File: src/rtl/hazard_ctrl.sv
// Pipeline hazard controller for a five-stage-style core with IF/ID and ID/EX
// registers. It produces same-cycle hold/flush/bubble controls for load-use
// hazards, EX-stage redirects and data-memory/IO back-pressure. It also keeps
// wrap-around stall and redirect counters for CSR readout.
module hazard_ctrl #(
  parameter int unsigned FLUSH_CYCLES = 2,  // ifid_flush cycles per redirect, 1..7
  parameter int unsigned CNT_W        = 32
) (
  input  logic             clk,
  input  logic             rst,
  input  logic [31:0]      id_inst,
  input  logic [31:0]      ex_inst,
  input  logic             br_taken,
  input  logic             mem_busy,
  output logic             pc_hold,
  output logic             ifid_hold,
  output logic             ifid_flush,
  output logic             idex_bubble,
  output logic             ex_hold,
  output logic [CNT_W-1:0] stall_count,
  output logic [CNT_W-1:0] redirect_count
);

  typedef enum logic [1:0] {
    RUN      = 2'd0,
    FLUSH    = 2'd1,
    MEM_WAIT = 2'd2
  } state_t;

  localparam logic [6:0] OP_LOAD   = 7'b0000011;
  localparam logic [6:0] OP_LUI    = 7'b0110111;
  localparam logic [6:0] OP_AUIPC  = 7'b0010111;
  localparam logic [6:0] OP_JAL    = 7'b1101111;
  localparam logic [6:0] OP_SYSTEM = 7'b1110011;
  localparam logic [6:0] OP_REG    = 7'b0110011;
  localparam logic [6:0] OP_STORE  = 7'b0100011;
  localparam logic [6:0] OP_BRANCH = 7'b1100011;

  // The redirect cycle itself is the first flush cycle, so FLUSH covers the rest.
  localparam logic [2:0]       FLUSH_INIT  = 3'(FLUSH_CYCLES - 1);
  localparam bit               MULTI_FLUSH = (FLUSH_CYCLES > 1);
  localparam logic [CNT_W-1:0] CNT_ONE     = {{(CNT_W-1){1'b0}}, 1'b1};

  // rs1 is read by everything except U-types, JAL and the immediate CSR forms.
  function automatic logic uses_rs1(input logic [6:0] op, input logic f3_hi);
    logic used;
    used = 1'b1;
    if (op == OP_LUI || op == OP_AUIPC || op == OP_JAL)
      used = 1'b0;
    else if (op == OP_SYSTEM && f3_hi)
      used = 1'b0;
    return used;
  endfunction

  // rs2 is read only by R-type, stores and conditional branches.
  function automatic logic uses_rs2(input logic [6:0] op);
    return (op == OP_REG) || (op == OP_STORE) || (op == OP_BRANCH);
  endfunction

  state_t     state, state_nxt;
  state_t     ret_state, ret_nxt;
  state_t     eval_state;
  logic [2:0] flush_cnt, flush_cnt_nxt;
  logic       stall_inc;
  logic       redir_inc;

  logic [6:0] ex_op;
  logic [4:0] ex_rd;
  logic [6:0] id_op;
  logic [4:0] id_rs1;
  logic [4:0] id_rs2;
  logic       id_f3_hi;
  logic       ex_is_load;
  logic       load_use;
  logic       unused_inst_bits;

  assign ex_op    = ex_inst[6:0];
  assign ex_rd    = ex_inst[11:7];
  assign id_op    = id_inst[6:0];
  assign id_rs1   = id_inst[19:15];
  assign id_rs2   = id_inst[24:20];
  assign id_f3_hi = id_inst[14];

  assign unused_inst_bits = ^{id_inst[31:25], id_inst[13:7], ex_inst[31:12]};

  // A load writing x0 never creates a dependency.
  assign ex_is_load = (ex_op == OP_LOAD) && (ex_rd != 5'd0);

  // ID reads a register that the load in EX has not produced yet.
  always_comb begin
    load_use = 1'b0;
    if (ex_is_load) begin
      if (uses_rs1(id_op, id_f3_hi) && (id_rs1 == ex_rd))
        load_use = 1'b1;
      if (uses_rs2(id_op) && (id_rs2 == ex_rd))
        load_use = 1'b1;
    end
  end

  // Next-state and control outputs; mem_busy beats br_taken beats load_use.
  always_comb begin
    pc_hold       = 1'b0;
    ifid_hold     = 1'b0;
    ifid_flush    = 1'b0;
    idex_bubble   = 1'b0;
    ex_hold       = 1'b0;
    state_nxt     = state;
    ret_nxt       = ret_state;
    flush_cnt_nxt = flush_cnt;
    stall_inc     = 1'b0;
    redir_inc     = 1'b0;
    eval_state    = state;

    // Leaving MEM_WAIT: behave as the resumed state within this same cycle.
    if (state == MEM_WAIT && !mem_busy) begin
      eval_state = ret_state;
      state_nxt  = ret_state;
    end

    case (eval_state)
      RUN: begin
        if (mem_busy) begin
          pc_hold   = 1'b1;
          ifid_hold = 1'b1;
          ex_hold   = 1'b1;
          state_nxt = MEM_WAIT;
          ret_nxt   = RUN;
          stall_inc = 1'b1;
        end else if (br_taken) begin
          ifid_flush  = 1'b1;
          idex_bubble = 1'b1;
          redir_inc   = 1'b1;
          if (MULTI_FLUSH) begin
            flush_cnt_nxt = FLUSH_INIT;
            state_nxt     = FLUSH;
          end
        end else if (load_use) begin
          // One bubble suffices: next cycle EX holds the NOP, not the load.
          pc_hold     = 1'b1;
          ifid_hold   = 1'b1;
          idex_bubble = 1'b1;
          stall_inc   = 1'b1;
        end
      end

      FLUSH: begin
        if (mem_busy) begin
          // Freeze the flush countdown and resume it once memory is ready.
          pc_hold   = 1'b1;
          ifid_hold = 1'b1;
          ex_hold   = 1'b1;
          state_nxt = MEM_WAIT;
          ret_nxt   = FLUSH;
          stall_inc = 1'b1;
        end else begin
          // EX holds a bubble here, so br_taken and load_use are meaningless.
          ifid_flush = 1'b1;
          if (flush_cnt <= 3'd1) begin
            flush_cnt_nxt = 3'd0;
            state_nxt     = RUN;
          end else begin
            flush_cnt_nxt = flush_cnt - 3'd1;
          end
        end
      end

      MEM_WAIT: begin
        if (mem_busy) begin
          pc_hold   = 1'b1;
          ifid_hold = 1'b1;
          ex_hold   = 1'b1;
          stall_inc = 1'b1;
        end else begin
          state_nxt = RUN;
        end
      end

      default: begin
        state_nxt = RUN;
        ret_nxt   = RUN;
      end
    endcase

    // During reset the pipe is filled with NOPs and nothing is held.
    if (rst) begin
      pc_hold     = 1'b0;
      ifid_hold   = 1'b0;
      ex_hold     = 1'b0;
      ifid_flush  = 1'b1;
      idex_bubble = 1'b1;
    end
  end

  // FSM state, return state and flush countdown.
  always_ff @(posedge clk) begin
    if (rst) begin
      state     <= RUN;
      ret_state <= RUN;
      flush_cnt <= 3'd0;
    end else begin
      state     <= state_nxt;
      ret_state <= ret_nxt;
      flush_cnt <= flush_cnt_nxt;
    end
  end

  // Free-running performance counters; they wrap at 2^CNT_W.
  always_ff @(posedge clk) begin
    if (rst) begin
      stall_count    <= '0;
      redirect_count <= '0;
    end else begin
      if (stall_inc)
        stall_count <= stall_count + CNT_ONE;
      if (redir_inc)
        redirect_count <= redirect_count + CNT_ONE;
    end
  end

endmodule

File: config.mk
export PLATFORM = sky130hd
export DESIGN_NAME = hazard_ctrl
export DESIGN_NICKNAME = d
export VERILOG_FILES = /design/src/rtl/hazard_ctrl.sv
export SDC_FILE = /design/constraint.sdc
export NUM_CORES = 1
export LEC_CHECK = 0
export CORE_MARGIN = 10
export CORE_UTILIZATION = 46
export CTS_CLUSTER_SIZE = 10
export DETAILED_ROUTE_END_ITERATION = 8
export PLACE_DENSITY = 0.85
export SLEW_MARGIN = 20
export SYNTH_ARGS = -nofsm -noshare
export SYNTH_HDL_FRONTEND = slang
export SYNTH_SLANG_ARGS = --single-unit
File: constraint.sdc
create_clock -name clk -period 4.1 [get_ports clk]
set_input_delay 0.82 -clock clk [delete_from_list [all_inputs] [get_ports clk]]
set_output_delay 0.82 -clock clk [all_outputs]
set_load 0.01 [all_outputs]
==> results.py, run 1 <==
metrics = {
    "status": {
        "status": "finished clean",
    },
    "power_and_ir_drop": {
        "leakagePower_nw": 2.003,
        "vdd_ir_drop_max_mv": 0.2081,
        "powerDensity_nw_per_um2": 273.2,
        "power_mw": 1.455,
    },
    "setup_path": {
        "cp-end-kind": "output port",
        "reg2reg_depth": 9,
        "path_delay_family": "buffers and inverters",
        "cp-start-kind": "input port",
        "rr_endpoint": "redirect_count[19]",
        "max_stage_delay_ps": 560,
        "critPathMaxFanout": 3,
        "required_ps": 3280,
        "cp.arrival_ps": 3120,
        "crit_type": "input port to output port",
        "reg2reg_from": "state[1]",
        "rrSetupSlack_ps": 1480,
        "crit_chain": "clkdlybuf4s50_1, inv_1, a31oi_4, inv_1, ha_1, nor3_2, nand2_1, o21ba_2, nor2_1, clkdlybuf4s50_1",
        "slowest_stage": "clkdlybuf4s50_1",
        "path_buf_inv": 4,
    },
    "yosys": {
        "synthesis.area_sq_um": 3936,
        "ys_async_sr_fraction_pct": 0,
        "ys_seq_area_share_pct": 35.60,
        "yosysTopAreaCell": "dfxtp_1",
        "netlist_top_cells_area": "dfxtp_1 (36%), mux2_2 (7.7%), nor2_1 (6.9%)",
        "yosys_most_used_dff": "dfxtp_1",
        "synth.avg_cell_area_sq_um": 8.218,
        "synth-edff-count": 0,
        "syn_nets": 554,
        "yosysMostFrequentCell": "nor2_1",
        "synth_warnings": 0,
        "synth_cell_types": 50,
        "netlist_top_cells_count": "nor2_1 (72), dfxtp_1 (70), a21oi_1 (43), mux2_2 (27), nor2b_1 (27)",
        "yosysTopAreaCellShare_pct": 35.60,
        "syn_inst": 479,
        "ys_ff_latch": 70,
    },
    "global_route": {
        "grt_max_degree": 56,
        "globalRoute.busiestLayer": "met2",
        "grtUsageMet3_pct": 5.218,
        "met1_usage_pct": 18.11,
        "grt_pass1_vias": 3761,
        "grt_first_pass_wirelength_mm": 17.84,
        "antenna_found_initial": 0,
        "grt-ovfl-total": 0,
        "grt_util_all_layers_pct": 16.31,
        "grt_use_met2_pct": 28.93,
    },
    "floorplan": {
        "std_cell_rows": 33,
        "die_h_microns": 112.5,
        "ioPinCount": 137,
        "dieArea_sq_um": 12660,
        "core_area_sq_um": 8258,
        "start_util_pct": 47.67,
        "die_w_microns": 112.5,
    },
    "final_layout": {
        "fin_util_pct": 64.47,
        "diodes": 0,
        "syn2layout_area_growth_pct": 35.25,
        "nNetsFinal": 662,
        "layout-drive-gt1-share_pct": 11.82,
    },
    "route": {
        "postRouteAntennaNets": 0,
        "first_iter_violations": 222,
        "routed_via_density": 5.491,
        "vias": 3827,
        "drc": 0,
        "dr.pass1.iters": 4,
        "wl_per_cell_microns": 15.54,
        "drt_wl_total_mm": 10.83,
    },
    "sta": {
        "hold_viol": 0,
        "min_period_ps": 3938,
        "slew_headroom_pct": 52.97,
        "grt_setup_unrepaired": "no",
        "fin_crit_sh_pct": 96.04,
        "tightestPinTransition_ps": 699.6,
        "setup_violations": 0,
        "fin_skew_ps": 11.57,
        "slew_violations": 0,
        "max_freq_ghz": 0.2540,
        "hold_slack_ps": 514.4,
    },
    "clock_tree": {
        "htreeDepth": 3,
        "cts_buffer_depth": 2,
        "clock_sinks": 70,
        "clockRootBuffer": "clkbuf_8",
        "cts.clk_slew.worst_paths_ps": 70,
        "numCtsBuffers": 9,
        "clock_latency_ps": 350,
        "tritoncts": "yes",
    },
    "worst_hold_path": {
        "hold_path_depth": 2,
        "min_from": "redirect_count[20]",
        "min_to": "redirect_count[20]",
        "min_path_type": "flop to flop",
    },
    "placed_design": {
        "place_congestion": 0.8366,
        "io_buffers": 102,
        "place_hpwl_mm": 8.025,
    },
    "job": {
        "cap_violations": 0,
    },
}
-- per-layer routing --
layer,vias to the layer above,wire [microns]
met3,13,679
met2,98,5531
li1,1882,-
met4,0,119
met1,1834,4501
met5,-,0
-- final cells by class --
cell class	count	area, sq um
Tap cell	105	131.4
Timing Repair Buffer	119	1146
Clock inverter	4	70.07
Inverter	14	52.55
Multi-Input combinational cell	373	2377
Fill cell	707	2934
Clock buffer	12	145.1
Sequential cell	70	1401
-- cells in the final DEF (no fill, tap or decap), types with 8 or more instances in the layout --
| cell type | netlist | layout |
|---|---|---|
| clkdlybuf4s50_1 | 0 | 100 |
| nor2_1 | 72 | 72 |
| dfxtp_1 | 70 | 70 |
| a21oi_1 | 43 | 43 |
| nor2b_1 | 27 | 27 |
| mux2_2 | 27 | 27 |
| nand3_1 | 26 | 26 |
| nand2_1 | 25 | 25 |
| xor2_1 | 24 | 24 |
| nand4_1 | 21 | 21 |
| buf_4 | 1 | 17 |
| inv_1 | 14 | 14 |
| o21ai_0 | 14 | 13 |
| xnor2_1 | 11 | 11 |
| and3_1 | 10 | 10 |
| clkbuf_8 | 2 | 10 |
| or3_1 | 8 | 8 |
-- worst max-delay path by stage --
stage	from	end	slack, ps	cells past startpoint
6_report	mem_busy	ifid_hold	160	10
5_1_grt	mem_busy	ifid_hold	30	10
4_1_cts	mem_busy	pc_hold	50	10
3_5_place_dp	mem_busy	pc_hold	-20	10
3_3_place_gp	mem_busy	ifid_hold	70	10
2_1_floorplan	mem_busy	pc_hold	540	10
-- tightest hold or removal path, delay by kind of cell (launching register included) --
family,cells,cell delay [ps]
flops,1,340
compound gates,2,140
-- registers in the layout, summed over array words and instances, names as in the netlist --
signal,cells
stall_count,32
flush_cnt,3
ret_state,1
redirect_count,32
state,2
-- timing repair --
item / 4_1_cts / 5_1_grt
resized for setup: 1 / 4
setup endpoints to repair: 2 / 2
hold buffers: 0 / 0
buffers inserted: 0 / 0
-- logic make-up after synthesis --
logic type      count (synthesis)  synth area share (%)
mux                            33                 9.345
simple gates                  229                 30.39
fa+ha+maj                       7                 2.225
xor+xnor                       35                 7.788
compound gates                 69                 10.14
flops                          70                 35.60
buf+inv                        36                 4.514
-- power breakdown --
group | switching (mW) | total, mW | internal [mW]
Clock | 0.258 | 0.616 | 0.358
Sequential | 0.00928 | 0.695 | 0.685
Combinational | 0.0677 | 0.144 | 0.0759
Total | 0.335 | 1.45 | 1.12
-- through the flow --
| step | instance area [sq um] | std cells | TNS [ps] | setup WS (ps) |
|---|---|---|---|---|
| 2_1_floorplan | 3936 | 479 | 0 | 538.6 |
| 3_3_place_gp | 5086 | 681 | 0 | 67.91 |
| 3_5_place_dp | 5086 | 681 | -40.25 | -23.89 |
| 4_1_cts | 5308 | 697 | 0 | 48.82 |
| 5_1_grt | 5324 | 697 | 0 | 29.98 |
| 6_report | 5324 | 697 | 0 | 162.2 |
No activity file was read; power rests on OpenSTA's default activity.
==> run 2: changes to the inputs <==
Settings changed: CELL_PAD_IN_SITES_DETAIL_PLACEMENT set to 2, CELL_PAD_IN_SITES_GLOBAL_PLACEMENT set to 2, CORE_UTILIZATION 46 to 25, PLACE_DENSITY 0.85 to 0.83.
==> run 2 against run 1 <==
Effect of this change: routed wire length rose by 30%; register-to-register slack about the same; clock-buffer cell count up 1; sequential share of layout area shrank 1.3 points; critical path depth down 2; critical path type unchanged.
==> results.py, run 2 (synthesized netlist as in run 1, its figures left out) <==
metrics = {
    "route": {
        "drt_wl_total_mm": 14.09,
        "drc": 0,
        "vias": 3915,
        "first_iter_violations": 141,
        "postRouteAntennaNets": 0,
        "dr.pass1.iters": 4,
        "routed_via_density": 4.851,
        "wl_per_cell_microns": 17.46,
    },
    "job": {
        "cap_violations": 0,
    },
    "global_route": {
        "grt-ovfl-total": 0,
        "grt_util_all_layers_pct": 13.19,
        "grt_first_pass_wirelength_mm": 23.28,
        "grt_max_degree": 64,
        "grt_pass1_vias": 4388,
        "antenna_found_initial": 0,
    },
    "floorplan": {
        "die_w_microns": 145.5,
        "std_cell_rows": 45,
        "dieArea_sq_um": 21160,
        "start_util_pct": 25.70,
        "ioPinCount": 137,
        "die_h_microns": 145.5,
        "core_area_sq_um": 15310,
    },
    "power_and_ir_drop": {
        "leakagePower_nw": 2.078,
        "power_mw": 1.607,
        "clkPwrFrac_pct": 47.1,
        "p_seq_share_pct": 43.3,
        "vdd_ir_drop_max_mv": 0.1924,
        "power.internal_mw": 1.222,
        "powerDensity_nw_per_um2": 287.1,
        "combPwrFrac_pct": 9.6,
        "p_sw_mw": 0.3850,
        "p_sw_share_pct": 23.95,
    },
    "sta": {
        "max_freq_ghz": 0.2510,
        "setup_violations": 0,
        "fin_crit_sh_pct": 97.17,
        "min_period_ps": 3984,
        "slew_violations": 0,
        "tns_ps": 0,
        "hold_viol": 0,
        "fin_skew_ps": 6.570,
        "tightestPinTransition_ps": 655.7,
        "slew_headroom_pct": 55.92,
    },
    "worst_hold_path": {
        "min_from": "redirect_count[31]",
        "hold_path_depth": 2,
        "min_to": "redirect_count[31]",
        "min_path_type": "flop to flop",
    },
    "clock_tree": {
        "htreeDepth": 3,
        "clockRootBuffer": "clkbuf_16",
        "clock_sinks": 70,
        "numCtsBuffers": 9,
        "cts_buffer_depth": 2,
        "cts.clk_slew.worst_paths_ps": 60,
        "clock_latency_ps": 340,
        "tritoncts": "yes",
    },
    "final_layout": {
        "syn2layout_area_growth_pct": 42.21,
        "final_cell_mix": "clkdlybuf4s50_1 (99), nor2_1 (72), dfxtp_1 (70), a21oi_1 (43)",
        "diodes": 0,
        "final_common_cell": "clkdlybuf4s50_1",
        "nNetsFinal": 666,
        "fin_area_sq_um": 5598,
        "layout-drive-gt1-share_pct": 13.26,
        "seq_area_sq_um": 1401,
        "fillers": 1774,
        "multi_input_area_sq_um": 2399,
        "largest_registers": "redirect_count x32, stall_count x32, flush_cnt x3",
    },
    "setup_path": {
        "cp.arrival_ps": 3160,
        "cp_common_cell": "clkdlybuf4s50_1",
        "critPathMaxFanout": 3,
        "slowest_stage": "clkdlybuf4s50_1",
        "reg2reg_from": "state[1]",
        "cp-end-kind": "output port",
        "reg2reg_depth": 9,
        "rrSetupSlack_ps": 1490,
        "crit_chain": "clkdlybuf4s50_1, xor2_1, nor4_2, and3_2, a21oi_1, buf_4, o21ai_0, clkdlybuf4s50_1",
        "rr_endpoint": "redirect_count[20]",
        "required_ps": 3280,
        "max_stage_delay_ps": 610,
        "crit_type": "input port to output port",
        "cp-start-kind": "input port",
        "worstSetupStartpoint": "ex_inst[11]",
    },
    "placed_design": {
        "dpl-instance-area_sq_um": 5264,
        "place_congestion": 0.7717,
        "place_hpwl_mm": 10.70,
        "io_buffers": 102,
    },
    "status": {
        "status": "finished clean",
    },
}
[run 2: worst max-delay path by stage]
stage | slack [ps] | end | cells after the start
floorplan | 540 | pc_hold | 10
global placement | -40 | pc_hold | 10
detailed placement | -200 | ifid_hold | 10
CTS | 30 | ifid_hold | 8
global route | -30 | idex_bubble | 8
finish | 120 | idex_bubble | 8
[run 2: timing repair]
| action | in CTS | in global routing |
|---|---|---|
| cloned | 0 | 0 |
| hold buffers | 0 | 0 |
| setup endpoints to repair | 2 | 3 |
| gates resized for setup | 5 | 5 |
| buffers inserted | 0 | 0 |
[run 2: stage by stage]
stage	cells	util (%)	worst slack [ps]	hold WS, ps
2_1_floorplan	479	-	538.6	454.2
3_3_place_gp	791	34.37	-43.19	473.4
3_5_place_dp	791	34.37	-204.2	503.7
4_1_cts	807	36.41	25.02	520.7
5_1_grt	807	36.55	-33.32	570.0
6_report	807	36.55	115.9	516.9
[run 2: critical path: cells and delay by family]
kind / cells / cell delay, ps
xor gates and xnor gates: 1 / 220
AOI/OAI and AO/OA: 2 / 260
and+or+nand+nor: 2 / 590
buffers and inverters: 3 / 1280
[run 2: area by class of cell]
class / count / area share, %
repair buffers: 123 / 21.32
clock buffers: 13 / 4.828
inverters: 14 / 0.9388
well taps: 211 / 4.716
multi-input cells: 373 / 42.85
flip-flops and latches: 70 / 25.03
clock inverters: 3 / 0.3129
[run 2: per-layer routing]
| metal | GRT usage, % | vias up | wire, microns |
|---|---|---|---|
| li1 | - | 1888 | - |
| met1 | 13.78 | 1948 | 5776 |
| met2 | 24.75 | 68 | 7513 |
| met3 | 4.315 | 11 | 663 |
| met4 | 3.236 | 0 | 133 |
| met5 | 0 | - | 0 |
[run 2: power groups by stage]
stage | clock, mW | sequential, mW | combinational, mW
floorplan | 0 | 0.709 | 0.0667
global placement | 0 | 0.710 | 0.141
detailed placement | 0 | 0.711 | 0.152
CTS | 0.781 | 0.697 | 0.154
global route | 0.814 | 0.698 | 0.171
finish | 0.757 | 0.697 | 0.154
==> run 3: changes to the inputs <==
Settings changed: HOLD_SLACK_MARGIN set to 0.1, SETUP_SLACK_MARGIN set to 0.05.
==> run 3 against run 2 <==
Effect of this change: maximum frequency is 3.9% higher; critical path type unchanged; global-route usage hardly changed; total power is essentially flat; sequential share of layout area barely moved; clock skew about the same.
==> results.py, run 3 (synthesized netlist as in run 1, its figures left out) <==
metrics = {
    "route": {
        "vias": 3929,
        "drt_wl_total_mm": 14.15,
        "drc": 0,
        "routed_via_density": 4.869,
        "wl_per_cell_microns": 17.54,
        "first_iter_violations": 165,
        "postRouteAntennaNets": 0,
        "dr.pass1.iters": 4,
    },
    "setup_path": {
        "cp-end-kind": "output port",
        "required_ps": 3280,
        "critPathMaxFanout": 6,
        "path_delay_family": "buffers and inverters",
        "path_buf_inv": 4,
        "crit_chain": "clkdlybuf4s50_1, inv_1, a31oi_4, ha_2, buf_4, and3b_1, nor2_1, o21ai_0, clkdlybuf4s50_1",
        "cp_common_cell": "clkdlybuf4s50_1",
        "cp-start-kind": "input port",
        "max_stage_delay_ps": 590,
        "slowest_stage": "clkdlybuf4s50_1",
        "cp.arrival_ps": 3010,
        "crit_type": "input port to output port",
    },
    "sta": {
        "slew_violations": 0,
        "hold_slack_ps": 516.9,
        "min_period_ps": 3833,
        "tns_ps": 0,
        "slew_headroom_pct": 56.24,
        "fin_skew_ps": 6.658,
        "fin_ws_ps": 267.0,
        "max_freq_ghz": 0.2609,
        "hold_viol": 0,
        "setup_violations": 0,
        "tightestPinTransition_ps": 651.0,
        "grt_setup_unrepaired": "no",
        "fin_crit_sh_pct": 93.49,
    },
    "floorplan": {
        "std_cell_rows": 45,
        "dieArea_sq_um": 21160,
        "die_w_microns": 145.5,
        "die_h_microns": 145.5,
        "core_area_sq_um": 15310,
        "start_util_pct": 25.70,
        "ioPinCount": 137,
    },
    "clock_tree": {
        "numCtsBuffers": 9,
        "clock_latency_ps": 340,
        "htreeDepth": 3,
        "tritoncts": "yes",
        "hold_buffers": 0,
        "cts_buffer_depth": 2,
        "clockRootBuffer": "clkbuf_16",
        "cts.clk_slew.worst_paths_ps": 60,
        "clock_sinks": 70,
    },
    "final_layout": {
        "diodes": 0,
        "syn2layout_area_growth_pct": 42.24,
        "final_common_cell": "clkdlybuf4s50_1",
        "nNetsFinal": 666,
        "largest_registers": "redirect_count x32, stall_count x32, flush_cnt x3",
        "fin_util_pct": 36.56,
        "final_cell_mix": "clkdlybuf4s50_1 (98), nor2_1 (72), dfxtp_1 (70), a21oi_1 (43)",
        "fillers": 1782,
        "layout-drive-gt1-share_pct": 13.42,
    },
    "status": {
        "status": "finished clean",
    },
    "global_route": {
        "grt_first_pass_wirelength_mm": 23.29,
        "antenna_found_initial": 0,
        "grt-ovfl-total": 0,
        "grt_util_all_layers_pct": 13.20,
        "grt_max_degree": 64,
        "grt_pass1_vias": 4387,
    },
    "placed_design": {
        "io_buffers": 102,
        "pre_cts_ws_ps": -204.2,
        "place_hpwl_mm": 10.70,
        "place_congestion": 0.7717,
    },
    "power_and_ir_drop": {
        "leakagePower_nw": 2.073,
        "powerDensity_nw_per_um2": 287.1,
        "power_mw": 1.608,
        "vdd_ir_drop_max_mv": 0.1924,
    },
    "job": {
        "cap_violations": 0,
    },
    "worst_hold_path": {
        "min_path_type": "flop to flop",
    },
}
==> run 3: worst reg2reg max path, cell delays in order, from the launching register on <==
cell and delay (ps):
dfxtp_1 380, a31oi_4 270, inv_1 110, ha_1 260, nor3_2 220, buf_4 160
and3_4 200, nand3_2 80, buf_4 240, a21boi_0 240, mux2_2 350
==> run 3: what timing repair did <==
action	4_1_cts	5_1_grt
buffers inserted	0	0
resized for setup	7	5
hold endpoints to repair	0	0
setup endpoints to repair	4	3
==> run 3: final timing paths <==
path                      start                  to  slack, ps  cells past startpoint
max                    mem_busy          ifid_flush        270                      9
min          redirect_count[31]  redirect_count[31]        520                      2
min reg2reg  redirect_count[31]  redirect_count[31]        520                      2
max reg2reg            state[1]      stall_count[9]       1480                     10
==> run 3: cell type report <==
class / instances / area (sq um) / share of cell area, %
clock buffer: 13 / 270.3 / 4.827
clock inverter: 3 / 17.52 / 0.3128
inverter: 14 / 52.55 / 0.9385
multi-input combinational: 373 / 2401 / 42.88
sequential: 70 / 1401 / 25.03
tap: 211 / 264.0 / 4.715
timing repair buffer: 123 / 1192 / 21.30
==> run 3: metal layers <==
layer / track usage [%] / part of all wire, % / vias to the layer above
met4: 3.236 / 0.94 / 0
met1: 13.78 / 41 / 1958
li1: - / - / 1889
met5: 0 / 0 / -
met2: 24.79 / 53 / 71
met3: 4.315 / 4.7 / 11
==> run 3: power by group <==
part	internal [mW]	total [mW]	switching [mW]
registers	0.687	0.697	0.0102
logic	0.0788	0.154	0.0757
clock network	0.457	0.756	0.299
total	1.22	1.61	0.385
==> run 3: stage by stage <==
step,area [sq um],std cells
after global routing,5599,807
after floorplan,3936,479
after detailed placement,5264,791
after global placement,5264,791
after CTS,5580,807
final,5599,807
